===== src/rtl/riscv_pkg.sv =====
// Shared fetch-stage types: FSM state encoding, queue entry layout and
// the instruction width in bytes used to advance the program counter.
package riscv_pkg;

  typedef enum logic [1:0] {
    FETCH = 2'd0,
    DRAIN = 2'd1,
    HALT  = 2'd2
  } fetch_state_e;

  typedef struct packed {
    logic [31:0] instr;
    logic [31:0] pc;
  } fetch_entry_t;

  localparam int unsigned INSTR_BYTES = 4;

  // Sequential PC step; wraps naturally from 32'hFFFF_FFFC to 0.
  function automatic logic [31:0] next_pc(input logic [31:0] pc);
    return pc + 32'(INSTR_BYTES);
  endfunction

endpackage


===== src/rtl/instruction_fetch_unit_fetch_queue.sv =====
// fetch_queue: small synchronous FIFO of fetch_entry_t with flush.
// Pop on an empty queue is ignored; push into a full queue without a
// simultaneous pop must never happen and is asserted against.
module fetch_queue
  import riscv_pkg::*;
#(
  parameter int DEPTH = 2,
  localparam int AW = $clog2(DEPTH),
  localparam int CW = AW + 1
) (
  input  logic         clk,
  input  logic         rst,
  input  logic         flush,
  input  logic         push,
  input  fetch_entry_t push_data,
  input  logic         pop,
  output fetch_entry_t head,
  output logic [CW-1:0] count
);

  fetch_entry_t    mem [DEPTH];
  logic [AW-1:0]   rd_ptr;
  logic [AW-1:0]   wr_ptr;
  logic            pop_eff;
  logic            push_eff;

  assign pop_eff  = pop && (count != '0) && !flush;
  assign push_eff = push && !flush;
  assign head     = mem[rd_ptr];

  // Pointer and occupancy bookkeeping; flush empties the queue in one cycle.
  always_ff @(posedge clk or posedge rst) begin
    if (rst) begin
      rd_ptr <= '0;
      wr_ptr <= '0;
      count  <= '0;
    end else if (flush) begin
      rd_ptr <= '0;
      wr_ptr <= '0;
      count  <= '0;
    end else begin
      if (push_eff) wr_ptr <= wr_ptr + AW'(1);
      if (pop_eff)  rd_ptr <= rd_ptr + AW'(1);
      count <= count + CW'(push_eff) - CW'(pop_eff);
    end
  end

  // Entry storage; contents are only meaningful while counted as valid.
  always_ff @(posedge clk) begin
    if (push_eff) mem[wr_ptr] <= push_data;
  end

  overflow_check: assert property (@(posedge clk) disable iff (rst)
    !(push_eff && !pop_eff && (count == CW'(DEPTH))));

endmodule


===== src/rtl/instruction_fetch_unit.sv =====
// instruction_fetch_unit: owns the PC, issues single-outstanding word
// requests, tags responses with their PC and queues them for decode.
// Optional feature: MISALIGN_CHECK_EN halts on a misaligned redirect target;
// without it the low two target bits are cleared on load.
// Handshake: a head entry transfers on a cycle where out_valid && out_ready;
// a request transfers where imem_req && imem_gnt.
module instruction_fetch_unit
  import riscv_pkg::*;
#(
  parameter logic [31:0] RESET_VECTOR = 32'h0000_0000,
  parameter int          QUEUE_DEPTH  = 2
) (
  input  logic        clk,
  input  logic        rst,
  input  logic        redirect_valid,
  input  logic [31:0] redirect_pc,
  output logic        imem_req,
  output logic [31:0] imem_addr,
  input  logic        imem_gnt,
  input  logic        imem_rvalid,
  input  logic [31:0] imem_rdata,
  output logic        out_valid,
  input  logic        out_ready,
  output logic [31:0] instruction_memory,
  output logic [31:0] program_counter,
  output logic        fetch_misaligned,
  output logic [1:0]  fsm_state
);

  localparam int CW = $clog2(QUEUE_DEPTH) + 1;
  localparam logic [1:0] S_FETCH = 2'(FETCH);
  localparam logic [1:0] S_DRAIN = 2'(DRAIN);
`ifdef MISALIGN_CHECK_EN
  localparam logic [1:0] S_HALT  = 2'(HALT);
`endif

  logic [1:0]    state;
  logic [31:0]   pc;
  logic [31:0]   tag_pc;
  logic          outstanding;
  logic          run;
  logic [CW-1:0] count;
  fetch_entry_t  head;
  fetch_entry_t  push_data;
  logic          grant;
  logic          resp;
  logic          push;
  logic [31:0]   target;
  logic          keep_drain;

  assign grant      = imem_req && imem_gnt;
  // A response only counts against a live request; pre-reset returns are dropped.
  assign resp       = imem_rvalid && outstanding;
  assign push       = resp && (state == S_FETCH) && !redirect_valid;
  assign push_data  = '{instr: imem_rdata, pc: tag_pc};
  // A stale word is still in flight after the redirect if granted now or not yet returned.
  assign keep_drain = grant || (outstanding && !imem_rvalid);

`ifdef MISALIGN_CHECK_EN
  logic misaligned;
  assign target           = redirect_pc;
  assign fetch_misaligned = misaligned;
`else
  assign target           = redirect_pc & ~32'h3;
  assign fetch_misaligned = 1'b0;
`endif

  // Request whenever fetching with room for the returning word.
  assign imem_req  = run && (state == S_FETCH) && !outstanding &&
                     ((32'(count) + 32'(outstanding)) < 32'(QUEUE_DEPTH));
  assign imem_addr = pc;

  assign out_valid          = (count != '0);
  assign instruction_memory = out_valid ? head.instr : 32'h0;
  assign program_counter    = out_valid ? head.pc    : 32'h0;
  assign fsm_state          = state;

  // PC, outstanding/tag tracking and FSM; redirect has top priority.
  always_ff @(posedge clk or posedge rst) begin
    if (rst) begin
      state       <= S_FETCH;
      pc          <= RESET_VECTOR;
      tag_pc      <= 32'h0;
      outstanding <= 1'b0;
      run         <= 1'b0;
`ifdef MISALIGN_CHECK_EN
      misaligned  <= 1'b0;
`endif
    end else begin
      run <= 1'b1;
      if (grant) begin
        outstanding <= 1'b1;
        tag_pc      <= pc;
      end else if (resp) begin
        outstanding <= 1'b0;
      end
      if (redirect_valid) begin
        pc <= target;
`ifdef MISALIGN_CHECK_EN
        if (target[1:0] != 2'b00) begin
          state      <= S_HALT;
          misaligned <= 1'b1;
        end else begin
          misaligned <= 1'b0;
          state      <= keep_drain ? S_DRAIN : S_FETCH;
        end
`else
        state <= keep_drain ? S_DRAIN : S_FETCH;
`endif
      end else begin
        if (grant) pc <= next_pc(pc);
        if ((state == S_DRAIN) && resp) state <= S_FETCH;
      end
    end
  end

  fetch_queue #(.DEPTH(QUEUE_DEPTH)) u_queue (
    .clk       (clk),
    .rst       (rst),
    .flush     (redirect_valid),
    .push      (push),
    .push_data (push_data),
    .pop       (out_ready),
    .head      (head),
    .count     (count)
  );

endmodule


===== config.mk =====
export PLATFORM = sky130hd
export DESIGN_NAME = instruction_fetch_unit
export DESIGN_NICKNAME = d
export VERILOG_FILES = /design/src/rtl/riscv_pkg.sv /design/src/rtl/instruction_fetch_unit_fetch_queue.sv /design/src/rtl/instruction_fetch_unit.sv
export SDC_FILE = /design/constraint.sdc
export NUM_CORES = 1
export LEC_CHECK = 0
export CAP_MARGIN = 20
export CORE_ASPECT_RATIO = 0.5
export CORE_MARGIN = 2
export CORE_UTILIZATION = 40
export DETAILED_ROUTE_END_ITERATION = 10
export PLACE_DENSITY = 0.63
export SLEW_MARGIN = 25
export SYNTH_ARGS = -nofsm -noshare
export SYNTH_HDL_FRONTEND = slang
export SYNTH_HIERARCHICAL = 1
export SYNTH_SLANG_ARGS = --single-unit
export TNS_END_PERCENT = 100

===== constraint.sdc =====
create_clock -name clk -period 9.3 [get_ports clk]
set_clock_uncertainty 0.15 [all_clocks]
set_input_delay 1.86 -clock clk [delete_from_list [all_inputs] [get_ports clk]]
set_output_delay 1.86 -clock clk [all_outputs]
set_load 0.03 [all_outputs]

==> results.txt <==
----------------------------------------------------
[STA]
  Worst slew slack as a fraction of its limit ... 35.8%
  Final period utilization ... 53.1%
  Max Clk Rate ... 0.202 GHz
  Fin. Hold Viols ... 0
  Count of pins over their slew limit ... 0
  Count of final setup violators ... 0
  Setup TNS after final layout ... 0 ns
  Tmin final ... 4.94 ns
  Worst slew pin tran ... 0.960 ns
  Unrepaired setup endpoints after global routing ... false
  Final worst hold slack ... 0.327 ns

[Clock network]
  Clk Latency, worst-skew pair ... 0.43 ns
  Cell at the root of the clock tree ... clkbuf_16
  Clock buffer count from CTS ... 17
  PostCTS Resize Cnt ... 0
  H-tree depth ... 4
  CTS tree ... built
  Number of clock sinks ... 195
  Clk slew on worst S/H paths ... 0.08 ns
  Maximum buffer depth of the clock tree ... 2
  Post-CTS setup repair buffer count ... 0
  Cts hold-fix bufs ... 0

[Detailed routing]
  Top routing layer in use ... met4
  Number of nets with antenna violations after routing ... 0
  Drc violations ... 0
  Wire length on met1 ... 8.86 mm
  Total via count after detailed routing ... 5346
  Average wire per standard cell ... 17.4 um
  Detail-routed via count per cell ... 5.09
  Total wire length ... 18.3 mm
  DR WL met2 ... 8.43 mm
  Number of detailed-routing iterations run before antenna repair ... 4
  Initial drt markers ... 352
  Routed met3 length ... 803 um

[Global routing]
  Largest net degree at the start of global routing ... 64
  GRT overflow ... 0
  GRT Resource Usage Total ... 16.9%
  Antenna violations before repair ... 0
  Wire length of the first global-routing pass ... 29.1 mm
  Vias in the first global route ... 5192

[Pwr]
  Switching part of the total power ... 28.0%
  Share of total power in sequential cells ... 51.9%
  Internal power consumption ... 1.54 mW
  Max rail drop VDD ... 126 uV
  Leakage component of the power ... 3.84 nW
  Switch Pwr ... 0.598 mW
  Combinational group share of total power ... 13.5%
  Clock network fraction of total power ... 34.6%
  PwrDens ... 195 nW/um^2

[Finish]
  Final cell area excluding filler cells ... 10900 um^2
  Most frequent cells in the layout ... clkdlybuf4s50_1, edfxtp_1, mux2_2
  Number of standard cells in the final layout excluding fillers ... 1050
  Layout area overhead ... 29.8%
  Diode insertion count for antenna repair ... 0
  Post-layout nets ... 837
  Final design utilization ... 53.1%
  Area taken by multi-input logic gates ... 2700 um^2
  Fill cell total of the finished layout ... 1771
  Most common library cell in the layout ignoring fill and taps ... clkdlybuf4s50_1
  Sequential cell area ... 5520 um^2
  Fraction of layout instances using a drive strength above 1 ... 18.3%

[Die]
  IO Pins ... 171
  Placeable core area ... 20600 um^2
  Count of standard-cell rows ... 37
  Area of the die ... 22300 um^2
  Starting Density ... 40.9%
  X dimension of the die ... 209 um
  Y dimension of the die ... 107 um

[Placement]
  Inst Count DP ... 1017
  Placed standard-cell area ... 10300 um^2
  IO Port Bufs ... 164
  Final estimated routing congestion in global placement ... 0.791
  DPL Wire Length ... 12.3 mm

[Setup path]
  Bufs and invs on worst path ... 2
  Critical setup path kind ... reg -> out
  Data arrival time of the critical path ... 2.93 ns
  Critical path launch point ... u_queue/rd_ptr$_DFFE_PP0P_
  Kind of cell adding the most delay to the critical path ... buffers and inverters
  Stages on the worst setup path ... 4
  Worst r2r src ... fsm_state[0]$_DFFE_PP0P_
  R2r endpoint ... u_queue/mem[0][31]$_DFFE_PP_
  Kind of end point of the critical path ... output pin
  Ordered cell list for the critical path ... buf_4 -> mux2_2 -> nor2b_1 -> clkdlybuf4s50_1
  Reg-to-reg slack, setup ... 6.50 ns
  Required arrival time at the worst endpoint ... 7.29 ns
  End point of the critical path ... instruction_memory[23]
  Delay of the slowest cell on the worst path ... 0.71 ns
  Slowest stage cell on the critical path ... dfrtp_2
  Startpoint type of the worst setup path ... register
  Worst Path Max Fanout ... 44
  Logic depth of the worst register-to-register path ... 4

[Synthesis]
  Flip-flop cell with the highest count after synthesis ... edfxtp_1
  Distinct cell type count of the synthesized netlist ... 50
  Syn Area/Cell ... 14.0 um^2
  Number of flip-flops and latches in the synthesized netlist ... 195
  Summed instance area of the synthesized netlist ... 8430 um^2
  Gate Count Post-Synth ... 601
  Warning count from the yosys run ... 6
  Fraction of synthesis flops using an asynchronous set or reset pin ... 34.4%
  Number of enable-type register cells in the synthesized netlist ... 128
  Post-synthesis sequential area ratio ... 65.5%

[Min path]
  Hold path startpoint ... tag_pc[9]$_DFFE_PP0P_
  Path category of the worst min-delay check ... reg -> reg

[Job]
  Max Cap Viol ... 0

[Run status]
  Status ... completed

----------------------------------------------------
==> per-layer routing <==
metal | global-route usage [%] | vias to the layer above
li1 | - | 2546
met1 | 24.4 | 2655
met2 | 26.3 | 135
met3 | 2.99 | 10
met4 | 4.64 | 0
met5 | 0 | -
==> worst min-delay path by stage <==
stage / slack [ns] / endpoint / depth (start not counted)
final: 0.33 / u_queue/mem[0][9]$_DFFE_PP_ / 0
after global routing: 0.34 / u_queue/mem[1][9]$_DFFE_PP_ / 0
after CTS: 0.33 / u_queue/mem[0][9]$_DFFE_PP_ / 0
after detailed placement: 0.31 / u_queue/mem[1][21]$_DFFE_PP_ / 0
after global placement: 0.30 / u_queue/mem[0][10]$_DFFE_PP_ / 0
after floorplan: 0.29 / u_queue/mem[0][10]$_DFFE_PP_ / 0
==> cell usage after synthesis, drive strengths merged, types with 13 or more instances <==
library cell	count	area [um^2]
buf	13	109
clkbuf	20	85.1
dfrtp	67	1680
edfxtp	128	3840
inv	14	52.6
mux2	89	1000
nand2	33	124
nand3	16	80.1
nand4	17	106
nor2	21	78.8
nor2b	68	425
o21ai	17	85.1
==> power by group through the flow <==
| stage | Sequential [mW] | Clock (mW) | Combinational [mW] |
|---|---|---|---|
| floorplan | 1.11 | 0 | 0.162 |
| global placement | 1.12 | 0 | 0.288 |
| detailed placement | 1.12 | 0 | 0.292 |
| CTS | 1.11 | 0.758 | 0.293 |
| global route | 1.12 | 0.795 | 0.313 |
| finish | 1.11 | 0.738 | 0.289 |
==> state kept, by name, summed over array words and instances, names as in the netlist <==
name            cells
fsm_state           1
imem_addr          30
outstanding         1
run                 1
tag_pc             30
u_queue/count       2
u_queue/mem       128
u_queue/rd_ptr      1
u_queue/wr_ptr      1
==> metrics by stage <==
step / worst slack (ns) / power, mW
6_report: 4.36 / 2.13
5_1_grt: 4.19 / 2.23
4_1_cts: 4.29 / 2.16
3_5_place_dp: 4.24 / 1.42
3_3_place_gp: 4.22 / 1.40
2_1_floorplan: 3.32 / 1.27
==> cells by family (layout without fill, tap and decap cells) <==
logic type                 after synthesis  in the layout  share of synthesized area (%)
AOI/OAI and AO/OA                       59             59                           4.75
xor gates and xnor gates                 9              9                           1.10
adders and majority gates                3              3                          0.445
buffers and inverters                   49            218                           3.16
DFF                                    195            195                           65.5
muxes                                   90             90                           12.0
other                                    2              9                         0.0890
and+or+nand+nor                        194            194                           13.0
==> worst register-to-register path, cell delays in order (launching register included) <==
cell	delay, ns
dfrtp_1	0.41
nor3_1	0.29
nand2b_1	0.22
nor2_4	0.77
buf_4	0.59
==> area by class of cell <==
cell class,count,share of cell area (%)
flip-flops and latches,195,50.4
well taps,273,3.12
clock buffers,17,3.89
multi-input cells,364,24.6
inverters,14,0.480
repair buffers,172,15.7
clock inverters,15,1.71
Note: power is estimated with default switching activity, not from simulation.
